File: src/rtl/frame_receiver_pkg.sv
// Shared definitions for the LED-chain serial frame receiver.
package frame_receiver_pkg;
  localparam int unsigned CH_PER_BOARD = 32;
  localparam int unsigned DEF_BPC      = 12;

  typedef enum logic [2:0] {
    ST_IDLE,
    ST_HDR,
    ST_DATA,
    ST_FULL,
    ST_ERR
  } state_e;
endpackage

File: src/rtl/sync_edge.sv
// Two-flop synchroniser for an asynchronous level, plus a one-cycle rising-edge pulse.
module sync_edge (
  input  logic i_clk,
  input  logic i_rst_n,
  input  logic i_d,
  output logic o_rise
);
  logic q1_q, q2_q, q3_q;

  always_ff @(posedge i_clk or negedge i_rst_n) begin
    if (!i_rst_n) begin
      q1_q <= 1'b0;
      q2_q <= 1'b0;
      q3_q <= 1'b0;
    end else begin
      q1_q <= i_d;
      q2_q <= q1_q;
      q3_q <= q2_q;
    end
  end

  assign o_rise = q2_q & ~q3_q;
endmodule

File: src/rtl/frame_receiver.sv
// Receives host frames over SCLK/SDI/LAT and writes channel words into the target framebuffer.
module frame_receiver
  import frame_receiver_pkg::*;
#(
  parameter int unsigned c_ledboards = 30,
  parameter int unsigned c_bpc       = DEF_BPC,
  parameter int unsigned c_max_time  = 480,
  localparam int unsigned CH = c_ledboards * CH_PER_BOARD,
  localparam int unsigned AW = $clog2(CH),
  localparam int unsigned TW = $clog2(c_max_time),
  localparam int unsigned BW = $clog2(c_bpc)
) (
  input  logic          i_clk,
  input  logic          i_rst_n,
  input  logic          i_sclk,
  input  logic          i_sdi,
  input  logic          i_lat,
  output logic          o_wen,
  output logic [AW-1:0] o_waddr,
  output logic [c_bpc-1:0] o_wdata,
  output logic [TW-1:0] o_time,
  output logic          o_commit,
  output logic          o_err
);
  localparam logic [AW:0]   CH_M1   = (AW+1)'(CH - 1);
  localparam logic [BW-1:0] BIT_MAX = BW'(c_bpc - 1);

  logic sclk_rise, lat_rise;
  logic sdi_q1, sdi_q2;

  sync_edge u_sync_sclk (.i_clk(i_clk), .i_rst_n(i_rst_n), .i_d(i_sclk), .o_rise(sclk_rise));
  sync_edge u_sync_lat  (.i_clk(i_clk), .i_rst_n(i_rst_n), .i_d(i_lat),  .o_rise(lat_rise));

  // Data runs through the same two stages so it lines up with the synchronised clock.
  always_ff @(posedge i_clk or negedge i_rst_n) begin
    if (!i_rst_n) begin
      sdi_q1 <= 1'b0;
      sdi_q2 <= 1'b0;
    end else begin
      sdi_q1 <= i_sdi;
      sdi_q2 <= sdi_q1;
    end
  end

  state_e             state_q, state_d;
  logic [c_bpc-2:0]   shift_q, shift_d;
  logic [BW-1:0]      bit_cnt_q, bit_cnt_d;
  logic [AW:0]        word_cnt_q, word_cnt_d;
  logic [TW-1:0]      hdr_q, hdr_d;
  logic               wen_q, wen_d, commit_q, commit_d, err_q, err_d;
  logic [AW-1:0]      waddr_q, waddr_d;
  logic [c_bpc-1:0]   wdata_q, wdata_d;
  logic [TW-1:0]      time_q, time_d;
  logic [c_bpc-1:0]   word;
  logic               last_bit;

  assign word     = {shift_q, sdi_q2};
  assign last_bit = (bit_cnt_q == BIT_MAX);

  always_comb begin
    state_d    = state_q;
    shift_d    = shift_q;
    bit_cnt_d  = bit_cnt_q;
    word_cnt_d = word_cnt_q;
    hdr_d      = hdr_q;
    waddr_d    = waddr_q;
    wdata_d    = wdata_q;
    time_d     = time_q;
    wen_d      = 1'b0;
    commit_d   = 1'b0;
    err_d      = 1'b0;

    if (lat_rise) begin
      // A coincident SCLK edge is dropped: the latch closes the frame first.
      if (state_q == ST_FULL && bit_cnt_q == '0) begin
        commit_d = 1'b1;
        time_d   = hdr_q;
      end else if (state_q != ST_IDLE) begin
        err_d = 1'b1;
      end
      state_d    = ST_IDLE;
      shift_d    = '0;
      bit_cnt_d  = '0;
      word_cnt_d = '0;
    end else if (sclk_rise) begin
      case (state_q)
        ST_IDLE, ST_HDR, ST_DATA: begin
          shift_d   = word[c_bpc-2:0];
          bit_cnt_d = last_bit ? '0 : bit_cnt_q + 1'b1;
          if (state_q == ST_IDLE) state_d = ST_HDR;
          if (last_bit && state_q == ST_HDR) begin
            hdr_d      = (32'(word) > c_max_time) ? TW'(c_max_time) : TW'(word);
            state_d    = ST_DATA;
            word_cnt_d = '0;
          end else if (last_bit && state_q == ST_DATA) begin
            // First data word belongs to the far end of the daisy chain.
            wen_d      = 1'b1;
            wdata_d    = word;
            waddr_d    = AW'(CH_M1 - word_cnt_q);
            word_cnt_d = word_cnt_q + 1'b1;
            if (word_cnt_q == CH_M1) state_d = ST_FULL;
          end
        end
        ST_FULL: state_d = ST_ERR;
        default: ;
      endcase
    end
  end

  always_ff @(posedge i_clk or negedge i_rst_n) begin
    if (!i_rst_n) begin
      state_q    <= ST_IDLE;
      shift_q    <= '0;
      bit_cnt_q  <= '0;
      word_cnt_q <= '0;
      hdr_q      <= '0;
      wen_q      <= 1'b0;
      waddr_q    <= '0;
      wdata_q    <= '0;
      time_q     <= '0;
      commit_q   <= 1'b0;
      err_q      <= 1'b0;
    end else begin
      state_q    <= state_d;
      shift_q    <= shift_d;
      bit_cnt_q  <= bit_cnt_d;
      word_cnt_q <= word_cnt_d;
      hdr_q      <= hdr_d;
      wen_q      <= wen_d;
      waddr_q    <= waddr_d;
      wdata_q    <= wdata_d;
      time_q     <= time_d;
      commit_q   <= commit_d;
      err_q      <= err_d;
    end
  end

  assign o_wen    = wen_q;
  assign o_waddr  = waddr_q;
  assign o_wdata  = wdata_q;
  assign o_time   = time_q;
  assign o_commit = commit_q;
  assign o_err    = err_q;
endmodule

File: config.mk
export PLATFORM = sky130hd
export DESIGN_NAME = frame_receiver
export DESIGN_NICKNAME = d
export VERILOG_FILES = /design/src/rtl/frame_receiver_pkg.sv /design/src/rtl/sync_edge.sv /design/src/rtl/frame_receiver.sv
export SDC_FILE = /design/constraint.sdc
export NUM_CORES = 1
export LEC_CHECK = 0
export ABC_AREA = 0
export CORE_UTILIZATION = 60
export CTS_CLUSTER_SIZE = 12
export DETAILED_ROUTE_END_ITERATION = 10
export GPL_ROUTABILITY_DRIVEN = 0
export GPL_TIMING_DRIVEN = 0
export PLACE_DENSITY_LB_ADDON = 0.25
export SLEW_MARGIN = 20
export SYNTH_ARGS = -nofsm -noshare
export SYNTH_HDL_FRONTEND = slang
export SYNTH_SLANG_ARGS = --single-unit
File: constraint.sdc
create_clock -name i_clk -period 4 [get_ports i_clk]
set_input_delay 0.8 -clock i_clk [delete_from_list [all_inputs] [get_ports i_clk]]
set_output_delay 0.8 -clock i_clk [all_outputs]
set_load 0.1 [all_outputs]
==> results list <==
- Summing the areas of all compound-gate instances in the mapped netlist gives around 11% of the synthesized area.
- Entering global routing, the biggest net connects 53 pins.
- The worst register-to-register path ends at o_wdata[3]$_DFFE_PN0P_.
- In the post-synthesis netlist, the biggest area contributors are dfrtp_1 (58%), mux2_2 (7.2%), nand2_1 (5.3%).
- Summed over all layers, the routed wires come to 6860 um.
* Via count: approximately 2600
- Worst-Margin Slew: ~1 ns
* Register-to-register setup slack: 1.87 ns
* Part of the power in the clock network: about two fifths
- Of all flip-flops after synthesis, the portion carrying an async set or reset was between 90% and 100%.
- 39 I/O pins were placed.
- Measured against its own limit, the worst slew margin works out to ~34%.
- The first global-routing pass estimated roughly 12000 um of wire.
- The Yosys step of the flow raised 0 warnings.
* Most common cell in the synthesized netlist: dfrtp_1
- Vias in the first global route: approximately 2400
* Row count: 27
* Result of the run: complete, no violations
* Portion of total power attributed to sequential cells: 56.4%
* Worst path arrival time: 1.88 ns
- Cell taking the most area after synthesis: dfrtp_1
- Share of synthesized cell area in full adder, half adder and majority cells: ~2.2%
- The root buffer cell chosen for the clock tree is clkbuf_8.
* Fraction of the mapped netlist area in simple logic gates: about 17%
- Dividing the detail-routed via count by the number of cells gives ~6.
* Most used standard cells in the synthesized netlist: dfrtp_1 (80), nand2_1 (49), a21oi_1 (24)
- Post-route setup slack: 1.32 ns
* Logic gate share of total power: under 10%
* Total count of hold-check failures in the final report: 0
* Largest fanout on the critical path: 2
- Fill count: around 380
- Dominant combinational cell family by area after synthesis: simple AND/OR/NAND/NOR gates
* Average instance area after synthesis: between 10 and 15 sq um
* Sort of element at the start of the critical path: flip-flop
- Shortest clock period the worst path allows after layout: approximately 2.7 ns
- Switching Fraction: 23.3%
* Clock Latency Late Sink: 0.35 ns
* Floorplan die height: 78.0 um
- Parity-gate share of the synthesized area counting xor and xnor cells: less than 1%
* Average wire per standard cell: 15.5 um
* Total gr overflow: 0
- Synthesis handed over a netlist of 315 instances.
- Synthesized netlist net count: 326
- At the worst endpoint, the required time is 3.20 ns.
- Of the post-synthesis cell area, the dominant cell type holds between 50 and 60%.
* Maximum vdd ir drop: around 0.27 mV
- Antenna violations before repair: 0
- Drt pass-1 iters: 4
- On the final layout, the worst clock skew is around 0.0077 ns.
- The longest clock path from root to sink contains 2 buffers.
- The largest individual stage delay along the critical path comes from the cell clkdlybuf4s50_1.
* Setup repair bufs after CTS: 0
- Max_cap viols: 0
* Iter 0 DRT Violations: about 180
* Clock-pin slew on the worst setup and hold paths: ~0.080 ns
- Number of setup violations in the final report: 0
- Number of antenna diodes: 0
- Sequential-to-total area share from yosys stat: roughly 58%
- CTS built an H-tree with a depth of 3.
- Summed over all nets, the half-perimeter wirelength after detailed placement is slightly below 5000 um.
- Effective utilization at floorplan: 62.5%
- The clock net in this run drives a total of 80 sinks.
* CTS-repair resized insts: 0
- Post-place setup slack: roughly 1.7 ns
* Cell Chain, Critical Path: clkdlybuf4s50_1
- The startpoint identified for the worst register-to-register timing path is bit_cnt_q[0]$_DFFE_PN0P_.
* Setup repair after global routing missed its margin: false
- For this run, the leading register cell type out of synthesis is dfrtp_1.
- In this run the horizontal extent of the chip is 78.0 um.
- Clock tree from TritonCTS: built
- Synth unique cells: between 40 and 50
* Number of register bits inferred by synthesis: 80
- Share of post-route cells with drive strength above 1: between 10% and 20%
* R2R cell count: 6
- For this design the total switching power over the nets is between 300 and 400 uW.
- Core Area: 5540 sq um
- Of the post-synthesis cell area, the part taken by muxes is under 10%.
- Input/output buffers: 38
- Hold is met by between 0.3 and 0.4 ns.
- Number of DRC violations after detailed routing: 0
* Cell family contributing the most delay on the critical path: buffers and inverters
- Count of buffer and inverter cells on the critical path: 1
- Number of max-slew violations in the final report: 0
- Yosys mapped a number of flops with a built-in enable equal to 0.
- Maximum clock frequency: 0.373 GHz
- Fin crit share: around 67%
- The floorplan step defined a die boundary enclosing roughly 6000 sq um.
- GRT Total Usage: between 20% and 30%
- Compared with the post-synthesis result, the final layout area differs by 19.8%.
- Area of the mapped netlist: 3460 sq um
* ANT nets after route: 0
* Worst Setup Path Type: reg2out
- The worst setup path is captured at an output pin.
- In this run the static leakage power is about 1.8 nW.
- Cell internal power was estimated by the tool at 1.13 mW.
- Clock tree synthesis inserted a total of 9 buffers.
* Class of the tightest hold or removal check: in2async
- Final layout net count: 376
- Worst setup path startpoint: o_wdata[2]$_DFFE_PN0P_
- Hold repair after CTS inserted 0 buffers.
- Power per cell area: 355 nW/um^2
- For this run, the slowest stage of the critical path takes between 1 and 1.5 ns.
## how the worst max path moves through the flow
stage	endpoint	slack [ns]	depth (start not counted)
after CTS	o_wdata[1]	1.31	1
after global placement	o_wdata[8]$_DFFE_PN0P_	-0.52	1
after floorplan	o_wdata[10]$_DFFE_PN0P_	2.17	6
after detailed placement	o_wdata[1]	1.69	1
after global routing	o_wdata[1]	1.29	1
final	o_wdata[2]	1.32	1
## state kept, by name, summed over array words and instances, names as in the netlist
signal / cells
bit_cnt_q: 4
hdr_q: 9
o_commit: 1
o_err: 1
o_time: 9
o_waddr: 10
o_wdata: 12
o_wen: 1
sdi_q1: 1
sdi_q2: 1
shift_q: 11
state_q: 3
u_sync_lat.q1_q: 1
u_sync_lat.q2_q: 1
u_sync_lat.q3_q: 1
u_sync_sclk.q1_q: 1
u_sync_sclk.q2_q: 1
u_sync_sclk.q3_q: 1
word_cnt_q: 11
## layer usage
metal | wire [um] | part of all wire [%] | global-route usage (%)
met5 | 0 | 0 | 0
met4 | 130 | 1.9 | 13.1
met3 | 404 | 5.9 | 5.65
met2 | 3190 | 47 | 37.6
met1 | 3130 | 46 | 35.9
## placed cells by master (no fill, tap or decap), drive strengths merged, types with 2 or more instances in the layout
| cell type | instances |
|---|---|
| ha | 6 |
| dfrtp | 80 |
| nor2b | 3 |
| clkdlybuf4s50 | 37 |
| nor2 | 15 |
| nor4 | 5 |
| inv | 10 |
| mux2i | 2 |
| o31ai | 2 |
| o21ai | 18 |
| nand2b | 2 |
| nand3 | 9 |
| or3 | 6 |
| nand2 | 49 |
| nand4 | 7 |
| nor3b | 4 |
| mux2 | 22 |
| a22o | 5 |
| a21oi | 24 |
| clkinvlp | 3 |
| nor3 | 2 |
| o211ai | 3 |
| clkbuf | 22 |
| a31oi | 3 |
| or4 | 3 |
| xor2 | 2 |
| and2 | 2 |
| buf | 7 |
## power groups by stage
stage          Combinational [mW]  Sequential, mW  Clock, mW
2_1_floorplan              0.0371           0.847          0
3_3_place_gp               0.0698           0.845          0
3_5_place_dp               0.0740           0.846          0
4_1_cts                    0.0743           0.830      0.581
5_1_grt                    0.0836           0.832      0.616
6_report                   0.0735           0.830      0.569
## final cells by class
class | count | area [sq um] | share of cell area [%]
clock buffer | 11 | 131 | 3.17
sequential | 80 | 2000 | 48.3
timing repair buffer | 39 | 405 | 9.78
multi-input combinational | 209 | 1350 | 32.5
inverter | 10 | 37.5 | 0.905
tap | 72 | 90.1 | 2.17
buffer | 16 | 75.1 | 1.81
clock inverter | 5 | 57.6 | 1.39
## cell families (layout without fill, tap and decap cells)
kind of cell,after synthesis,in the layout
buf+inv,26,81
simple gates,112,112
xor+xnor,3,3
fa+ha+maj,6,6
mux,24,24
flops,80,80
compound gates,64,64
## per-stage QoR
step | cell area [sq um] | power [mW] | TNS [ns] | cells | utilization [%]
after global placement | 3930 | 0.915 | -41.00 | 425 | 71.0
after global routing | 4150 | 1.53 | 0 | 442 | 74.8
after floorplan | 3460 | 0.884 | 0 | 315 | -
after CTS | 4150 | 1.49 | 0 | 442 | 74.8
final | 4150 | 1.47 | 0 | 442 | 74.8
after detailed placement | 3960 | 0.920 | 0 | 426 | 71.4
No activity file was read; power rests on OpenSTA's default activity.
==> variant: new RTL, same settings <==
`DEF_BPC`: 12 -> 24.
--- a/src/rtl/frame_receiver_pkg.sv
+++ b/src/rtl/frame_receiver_pkg.sv
@@ -2,5 +2,5 @@
 package frame_receiver_pkg;
   localparam int unsigned CH_PER_BOARD = 32;
-  localparam int unsigned DEF_BPC      = 12;
+  localparam int unsigned DEF_BPC      = 24;
 
   typedef enum logic [2:0] {
Interface: changed (resized o_wdata); port bits go from 39 to 51. The function was not compared with the original's and may differ.
==> variant against the original RTL <==
Area after synthesis up 28%; final area up 28%; routed wire length up 30%; power up 23%; setup slack worse by 0.0087 ns; sequential cell count up 25; die area up 28%; utilization up 0.89 points; critical endpoint is now o_wdata[13].
==> variant: results (changes against the original RTL) <==
[timing]
hold_slack_ns = 0.3589  ; +0.007111 ns
period_share_pct = 67.24  ; +0.22 points
skew_ns = 0.009028  ; +0.001359 ns
maxSlewHeadroom_pct = 33.56  ; +0.057 points

[placed_design]
dp_hpwl_um = 6363  ; +31%
io_buffers = 50  ; +32%
dp_cells = 590  ; +38%
dpl-instance-area_mm2 = 0.005090  ; +29%

[synth]
synthCells = 443  ; +41%
ys_top_cells_by_count = nand2_1 (149), dfrtp_1 (105), a21oi_1 (33)
muxShareOfSynthArea_pct = 2.959  ; -4.8 points
synthXorXnorAreaFrac_pct = 1.183  ; +0.42 points
synth_nets = 454  ; +39%
synth_adder_area_share_pct = 1.691  ; -0.48 points
synth_compound_area_share_pct = 9.665  ; -1.8 points

[setup_path]
cp-startpoint = o_wdata[13]
r2r_setup_slack_ns = 1.68  ; -0.19 ns
crit_end = o_wdata[13]
reg2regPathDepth = 5  ; -1

[outcome]
status = finished clean

[final_layout]
fillCellCount = 489  ; +28%
nNetsFinal = 516  ; +37%
largest_reg_flops = 24  ; +12
regArea_mm2 = 0.002628  ; +31%

[global_routing]
grt_pass1_vias = 3329  ; +36%
grt_max_degree = 57  ; +7.5%
grt_pass1_wl_um = 15080  ; +30%
track_usage_pct = 25.75  ; +0.18 points

[clock_network]
path_clk_slew_ns = 0.10  ; +0.02 ns

[pwr]
p_sw_w = 0.0004387  ; +28%
peakVddDrop_uv = 270.0  ; -1.8%
p_comb_w = 0.0000864  ; +18%

[route]
first_iter_violations = 259  ; +48%
post_drt_wl_per_cell_um = 14.71  ; -5.3%
firstDrtPassIters = 5  ; +1

[variant: cell types whose count changed after synthesis, moves of 5 or more]
cell	before	now
mux2_2	22	9
a21oi_1	24	33
o2bb2ai_1	0	5
nand2_1	49	149
dfrtp_1	80	105
o22a_1	0	5
[variant: worst register-to-register path: stages, from the launching register on]
cell and delay, ns:
dfrtp_1 0.42, inv_1 0.10, ha_1 0.15, or4b_4 0.49
nor4_4 0.64, mux2_2 0.42
[variant: final cells by class]
cell class / count / area share, %
flip-flops and latches: 105 / 49.69
multi-input cells: 309 / 31.90
repair buffers: 51 / 10.01
clock buffers: 11 / 2.863
well taps: 96 / 2.272
plain buffers: 23 / 1.964
clock inverters: 5 / 0.8755
inverters: 6 / 0.4259
[variant: metal layers]
layer  GRT usage (%)  part of all wire, %
met4           11.00                  1.8
met2           41.65                   49
met1           34.82                   44
met3           4.336                  4.9
met5               0                    0
